$ cat config.mk
export PLATFORM = sky130hd
export DESIGN_NAME = dcache_ctrl_flat
export DESIGN_NICKNAME = d
export VERILOG_FILES = /design/src/rtl/dcache_ctrl_if.sv /design/src/rtl/dcache_ctrl.sv /design/src/flat_wrapper.sv
export SDC_FILE = /design/constraint.sdc
export NUM_CORES = 2
export LEC_CHECK = 0
export ABC_AREA = 0
export CORE_ASPECT_RATIO = 0.75
export CORE_UTILIZATION = 45
export DETAILED_ROUTE_END_ITERATION = 6
export PLACE_DENSITY_LB_ADDON = 0.2
export SKIP_CTS_REPAIR_TIMING = 1
export SLEW_MARGIN = 20
export SYNTH_ARGS = -nofsm -noshare
export SYNTH_HDL_FRONTEND = slang
export SYNTH_SLANG_ARGS = --single-unit
export TNS_END_PERCENT = 5
$ cat constraint.sdc
create_clock -name clk -period 4.7 [get_ports clk]
set_input_delay 0.705 -clock clk [delete_from_list [all_inputs] [get_ports clk]]
set_output_delay 0.705 -clock clk [all_outputs]
set_load 0.02 [all_outputs]
$ cat src/rtl/dcache_ctrl_if.sv
// Request-side and memory-side signal bundle for dcache_ctrl.
// The slave modport is the cache view; master is the pipeline/memory environment view.
interface dcache_ctrl_if;
  logic [15:0] Addr;
  logic [15:0] DataIn;
  logic        Rd;
  logic        Wr;
  logic [15:0] DataOut;
  logic        Done;
  logic        Stall;
  logic        CacheHit;
  logic        err;
  logic        mem_req;
  logic        mem_we;
  logic [15:0] mem_addr;
  logic [15:0] mem_wdata;
  logic [15:0] mem_rdata;
  logic        mem_ack;
  logic [15:0] hit_count;
  logic [15:0] miss_count;

  modport slave (
    input  Addr, DataIn, Rd, Wr, mem_rdata, mem_ack,
    output DataOut, Done, Stall, CacheHit, err,
           mem_req, mem_we, mem_addr, mem_wdata, hit_count, miss_count
  );

  modport master (
    output Addr, DataIn, Rd, Wr, mem_rdata, mem_ack,
    input  DataOut, Done, Stall, CacheHit, err,
           mem_req, mem_we, mem_addr, mem_wdata, hit_count, miss_count
  );
endinterface

$ cat src/rtl/dcache_ctrl.sv
// Direct-mapped write-back/write-allocate data cache with single-word miss port.
// Define DCACHE_STATS_EN to build the saturating hit/miss counters.
module dcache_ctrl #(
  parameter int INDEX_BITS     = 5,
  parameter int WORDS_PER_LINE = 4
) (
  input  logic         clk,
  input  logic         rst,
  dcache_ctrl_if.slave bus
);
  localparam int LINES = 1 << INDEX_BITS;
  localparam int TAG_W = 13 - INDEX_BITS;
  localparam logic [1:0] LAST_WORD = 2'(WORDS_PER_LINE - 1);

  localparam logic [1:0] IDLE    = 2'd0;
  localparam logic [1:0] WB      = 2'd1;
  localparam logic [1:0] ALLOC   = 2'd2;
  localparam logic [1:0] RESPOND = 2'd3;

  logic [1:0]            state;
  logic [1:0]            cnt;
  logic [LINES-1:0]      valid;
  logic [LINES-1:0]      dirty;
  logic [TAG_W-1:0]      tag_mem [LINES];
  logic [15:0]           data_mem [LINES][4];

  // Line identity captured at miss detection; the refill never looks at Addr again
  logic [TAG_W-1:0]      vtag_r;
  logic [TAG_W-1:0]      rtag_r;
  logic [INDEX_BITS-1:0] idx_r;

  logic [TAG_W-1:0]      tag_in;
  logic [INDEX_BITS-1:0] idx_in;
  logic [1:0]            word_in;
  logic                  req_ok, hit_in, idle_hit, idle_miss, resp_done, last_ack;
  logic [15:0]           rd_word;

  assign tag_in    = bus.Addr[15 -: TAG_W];
  assign idx_in    = bus.Addr[2+INDEX_BITS:3];
  assign word_in   = bus.Addr[2:1];
  assign bus.err   = (bus.Rd && bus.Wr) || ((bus.Rd || bus.Wr) && bus.Addr[0]);
  assign req_ok    = (bus.Rd || bus.Wr) && !bus.err;
  assign hit_in    = valid[idx_in] && (tag_mem[idx_in] == tag_in);
  assign idle_hit  = (state == IDLE) && req_ok && hit_in;
  assign idle_miss = (state == IDLE) && req_ok && !hit_in;
  assign resp_done = (state == RESPOND) && req_ok;
  assign last_ack  = bus.mem_ack && (cnt == LAST_WORD);
  assign rd_word   = (state == RESPOND) ? data_mem[idx_r][word_in] : data_mem[idx_in][word_in];

  always_comb begin
    bus.Done      = idle_hit || resp_done;
    bus.CacheHit  = idle_hit;
    bus.Stall     = idle_miss || (state == WB) || (state == ALLOC);
    bus.DataOut   = (bus.Done && bus.Rd) ? rd_word : 16'h0000;
    bus.mem_req   = (state == WB) || (state == ALLOC);
    bus.mem_we    = (state == WB);
    bus.mem_addr  = 16'h0000;
    bus.mem_wdata = 16'h0000;
    if (state == WB) begin
      bus.mem_addr  = {vtag_r, idx_r, cnt, 1'b0};
      bus.mem_wdata = data_mem[idx_r][cnt];
    end else if (state == ALLOC) begin
      bus.mem_addr  = {rtag_r, idx_r, cnt, 1'b0};
    end
  end

  always_ff @(posedge clk or posedge rst) begin
    if (rst) begin
      state <= IDLE;
      cnt   <= 2'd0;
      valid <= '0;
      dirty <= '0;
    end else begin
      case (state)
        IDLE: begin
          if (idle_hit && bus.Wr) begin
            dirty[idx_in] <= 1'b1;
          end else if (idle_miss) begin
            state <= (valid[idx_in] && dirty[idx_in]) ? WB : ALLOC;
            cnt   <= 2'd0;
          end
        end
        WB: begin
          if (bus.mem_ack) begin
            cnt <= last_ack ? 2'd0 : cnt + 2'd1;
            if (last_ack) state <= ALLOC;
          end
        end
        ALLOC: begin
          if (bus.mem_ack) begin
            cnt <= last_ack ? 2'd0 : cnt + 2'd1;
            if (last_ack) begin
              valid[idx_r] <= 1'b1;
              dirty[idx_r] <= 1'b0;
              state        <= RESPOND;
            end
          end
        end
        default: begin
          if (resp_done && bus.Wr) dirty[idx_r] <= 1'b1;
          state <= IDLE;
        end
      endcase
    end
  end

  // Storage arrays carry no reset; validity is governed solely by valid[]
  always_ff @(posedge clk) begin
    if (idle_miss) begin
      vtag_r <= tag_mem[idx_in];
      rtag_r <= tag_in;
      idx_r  <= idx_in;
    end
    if (idle_hit && bus.Wr) data_mem[idx_in][word_in] <= bus.DataIn;
    if ((state == ALLOC) && bus.mem_ack) begin
      data_mem[idx_r][cnt] <= bus.mem_rdata;
      if (last_ack) tag_mem[idx_r] <= rtag_r;
    end
    if (resp_done && bus.Wr) data_mem[idx_r][word_in] <= bus.DataIn;
  end

`ifdef DCACHE_STATS_EN
  logic [15:0] hit_cnt;
  logic [15:0] miss_cnt;

  function automatic logic [15:0] sat_inc(input logic [15:0] v);
    return (v == 16'hFFFF) ? v : v + 16'd1;
  endfunction

  always_ff @(posedge clk or posedge rst) begin
    if (rst) begin
      hit_cnt  <= 16'h0000;
      miss_cnt <= 16'h0000;
    end else begin
      if (idle_hit)  hit_cnt  <= sat_inc(hit_cnt);
      if (resp_done) miss_cnt <= sat_inc(miss_cnt);
    end
  end

  assign bus.hit_count  = hit_cnt;
  assign bus.miss_count = miss_cnt;
`else
  assign bus.hit_count  = 16'h0000;
  assign bus.miss_count = 16'h0000;
`endif
endmodule

$ cat src/flat_wrapper.sv
// flat-port wrapper written by rule: the top's interface ports become plain ports
module dcache_ctrl_flat 
#(
  parameter int INDEX_BITS     = 5,
  parameter int WORDS_PER_LINE = 4
)
  (clk, rst, bus_Addr, bus_DataIn, bus_Rd, bus_Wr, bus_mem_rdata, bus_mem_ack, bus_DataOut, bus_Done, bus_Stall, bus_CacheHit, bus_err, bus_mem_req, bus_mem_we, bus_mem_addr, bus_mem_wdata, bus_hit_count, bus_miss_count);
  dcache_ctrl_if bus_i ();
  input  logic clk;
  input  logic rst;
  input wire logic [$bits(bus_i.Addr)-1:0] bus_Addr;
  input wire logic [$bits(bus_i.DataIn)-1:0] bus_DataIn;
  input wire logic [$bits(bus_i.Rd)-1:0] bus_Rd;
  input wire logic [$bits(bus_i.Wr)-1:0] bus_Wr;
  input wire logic [$bits(bus_i.mem_rdata)-1:0] bus_mem_rdata;
  input wire logic [$bits(bus_i.mem_ack)-1:0] bus_mem_ack;
  output wire logic [$bits(bus_i.DataOut)-1:0] bus_DataOut;
  output wire logic [$bits(bus_i.Done)-1:0] bus_Done;
  output wire logic [$bits(bus_i.Stall)-1:0] bus_Stall;
  output wire logic [$bits(bus_i.CacheHit)-1:0] bus_CacheHit;
  output wire logic [$bits(bus_i.err)-1:0] bus_err;
  output wire logic [$bits(bus_i.mem_req)-1:0] bus_mem_req;
  output wire logic [$bits(bus_i.mem_we)-1:0] bus_mem_we;
  output wire logic [$bits(bus_i.mem_addr)-1:0] bus_mem_addr;
  output wire logic [$bits(bus_i.mem_wdata)-1:0] bus_mem_wdata;
  output wire logic [$bits(bus_i.hit_count)-1:0] bus_hit_count;
  output wire logic [$bits(bus_i.miss_count)-1:0] bus_miss_count;
  assign bus_i.Addr = bus_Addr;
  assign bus_i.DataIn = bus_DataIn;
  assign bus_i.Rd = bus_Rd;
  assign bus_i.Wr = bus_Wr;
  assign bus_i.mem_rdata = bus_mem_rdata;
  assign bus_i.mem_ack = bus_mem_ack;
  assign bus_DataOut = bus_i.DataOut;
  assign bus_Done = bus_i.Done;
  assign bus_Stall = bus_i.Stall;
  assign bus_CacheHit = bus_i.CacheHit;
  assign bus_err = bus_i.err;
  assign bus_mem_req = bus_i.mem_req;
  assign bus_mem_we = bus_i.mem_we;
  assign bus_mem_addr = bus_i.mem_addr;
  assign bus_mem_wdata = bus_i.mem_wdata;
  assign bus_hit_count = bus_i.hit_count;
  assign bus_miss_count = bus_i.miss_count;
  dcache_ctrl #(.INDEX_BITS(INDEX_BITS), .WORDS_PER_LINE(WORDS_PER_LINE)) u_core (.clk(clk), .rst(rst), .bus(bus_i));
endmodule
==> metrics.cfg <==
[run_status]
status=complete, but fails checks
violations=design-rule violations, negative setup slack

[timing]
tightest_slew_ps=1310
timing_max_transition_violations_final=0
hold_viol=0
rsz0062_at_grt=true
finalCritPeriodShare_pct=112
hold_ws_ps=210
tns_ps=-10480
min_period_ps=5250
clock_skew_ps=65.8
clock.fmax_mhz=191
finalSetupViolCount=32
maxSlewHeadroom_pct=12.5
fin_ws_ps=-548

[synthesis]
synth.area.top_cells=edfxtp_1 (64%), mux4_2 (24%), o22ai_1 (1.7%)
synth.distinct_cells=60
synth_seq_cells=2398
postSynthAreaPerCell_sq_um=19.8
yosys.area.top_type=edfxtp_1
syn_area_sq_um=110000
synth_edf_count=2325
yosysSeqAreaShare_pct=65.2
yosys_warnings=0
synth_ff_type=edfxtp_1
synth.top_cell.area_share_pct=63.6
synthArstFlopShare_pct=2.84
syn_inst=5555

[power_and_ir_drop]
peakVddDrop_mv=0.334
finalPower_w=0.0565
leakage_nw=42.1
p_per_area_nw_per_um2=431

[drt]
drt-pass1-iter-count=7
vias=67400
routed_via_density=6.95
dr.first_iter.drc_count=11900
wirelength_microns=401000
drc=21
ant_nets=0
wire_per_inst_microns=41.3

[grt]
grt_overflow=0
antenna_found_initial=22
grt_first_pass_wirelength_microns=542000
grt_max_degree=84
grt_pass1_vias=63800
grt_use_total_pct=32.5

[clocking]
cts_tree=built
h-tree-depth=4
clockRootBuffer=clkbuf_16
cts_inserted_buffers=236
insertion_delay_ps=940
clk_pin_slew_worst_paths_ps=70
clock_sinks=2398
cts_buffer_depth=4

[die]
start_util_pct=45.4
die_h_microns=430
core_sq_um=242000
dieArea_sq_um=246000
die_x_microns=573
io-pin-count=139
num_rows=156

[worst_setup_path]
arrival_ps=4540
critPathKind=in -> out
end_kind=output pin
cp-startpoint=bus_Addr[3]
start_kind=input pin
worst_ep_required_time_ps=3990
r2r_start=u_core.cnt[1]
crit_fanout=12

[placed_design]
io_buffer_count=105
hpwl_microns=287000
pre_cts_ws_ps=-1080
gp_congestion=1.02

[layout]
final_common_cell=edfxtp_1
finish.utilization_pct=54.2
layout_common_cells=edfxtp_1 (2325), mux4_2 (1168), buf_4 (589)
fin_nets=6339
area_growth_pct=19.2
drive_gt1_share_pct=42.4

[min_path]
hold_class=in -> async

[flow_run]
cap_violations=0

[sequential cells by signal, indices dropped and copies added, names as in the netlist, named ones only]
register,cells
u_core.cnt,2
u_core.data_mem,2048
u_core.dirty,32
u_core.idx_r,5
u_core.rtag_r,8
u_core.state,2
u_core.tag_mem,256
u_core.valid,32
u_core.vtag_r,8
[synth_stat cells, types with 5 or more instances]
master / number
mux2_2: 88
o21a_1: 18
nand4bb_1: 5
buf_2: 74
nand4_1: 5
nor3_1: 5
a22oi_1: 18
buf_1: 81
xor2_1: 5
a211oi_1: 112
nor4_1: 49
nand2b_1: 5
o41ai_1: 15
or2_2: 35
ha_1: 9
clkbuf_1: 286
edfxtp_1: 2325
a31oi_1: 17
buf_4: 41
a211o_1: 15
o22ai_1: 303
dfxtp_1: 5
or4_1: 16
and2_1: 5
inv_1: 7
nand3_1: 7
mux4_2: 1168
nor2_1: 244
a21oi_1: 47
o21ai_0: 75
a22o_1: 11
o2111ai_1: 15
nor2b_1: 31
and3_1: 8
nand2_1: 130
dfrtp_1: 68
mux2i_1: 160
[critical path, cell delays in order]
cell and delay (ps):
buf_8 170, buf_4 220, buf_4 200, mux2i_1 570, o22ai_1 190, nor4_1 310, buf_4 180, nand2_1 160
xor2_1 210, or3_1 400, nor3_4 220, buf_6 130, o21ai_4 120, buf_12 200, a31oi_4 360, buf_12 170
[cell type report]
cell class / count / area, sq um
clock buffer: 288 / 6170
sequential: 2398 / 71600
multi-input combinational: 2698 / 37500
antenna: 7 / 17.5
inverter: 9 / 33.8
clock inverter: 133 / 1190
timing repair buffer: 934 / 10400
fill: 18500 / 111000
tap: 3239 / 4050
[metal layers]
metal	vias to the layer above	share of wire (%)	global-route usage, %
met3	702	14	10.7
met5	-	0.018	0
li1	25500	-	-
met4	10	4.6	12.3
met1	36200	39	48.3
met2	5032	42	44.4
[worst paths after layout]
check / to / slack, ps / cells after the start
hold / removal: u_core.dirty[28] / 210 / 2
setup / recovery: bus_DataOut[7] / -550 / 16
max in group asynchronous: u_core.valid[20] / 3650 / 3
hold reg to reg: u_core.valid[26] / 460 / 1
setup reg to reg: u_core.data_mem[28][23] / 230 / 8
min in group clk: u_core.idx_r[0] / 420 / 2
[cells by family after synthesis]
| family | after synthesis | synth area share [%] |
|---|---|---|
| xor gates and xnor gates | 6 | 0.0478 |
| AOI/OAI and AO/OA | 667 | 3.99 |
| muxes | 1416 | 26.3 |
| and+or+nand+nor | 567 | 2.45 |
| buffers and inverters | 491 | 1.90 |
| adders and majority gates | 9 | 0.103 |
| other | 1 | 0.00341 |
| DFF | 2398 | 65.2 |
[where the power goes]
group          switching, W  internal [W]  leakage, nW
sequential         0.000224        0.0249         21.9
combinational       0.00811       0.00449         16.7
clock               0.00835        0.0103         3.59
total                0.0167        0.0398         42.1
[stage by stage]
step	instance area, sq um	instances
floorplan	110000	5587
global placement	123000	9271
detailed placement	123000	9271
CTS	130000	9692
global route	131000	9699
finish	131000	9706
Power figures use the tool's default switching activity.
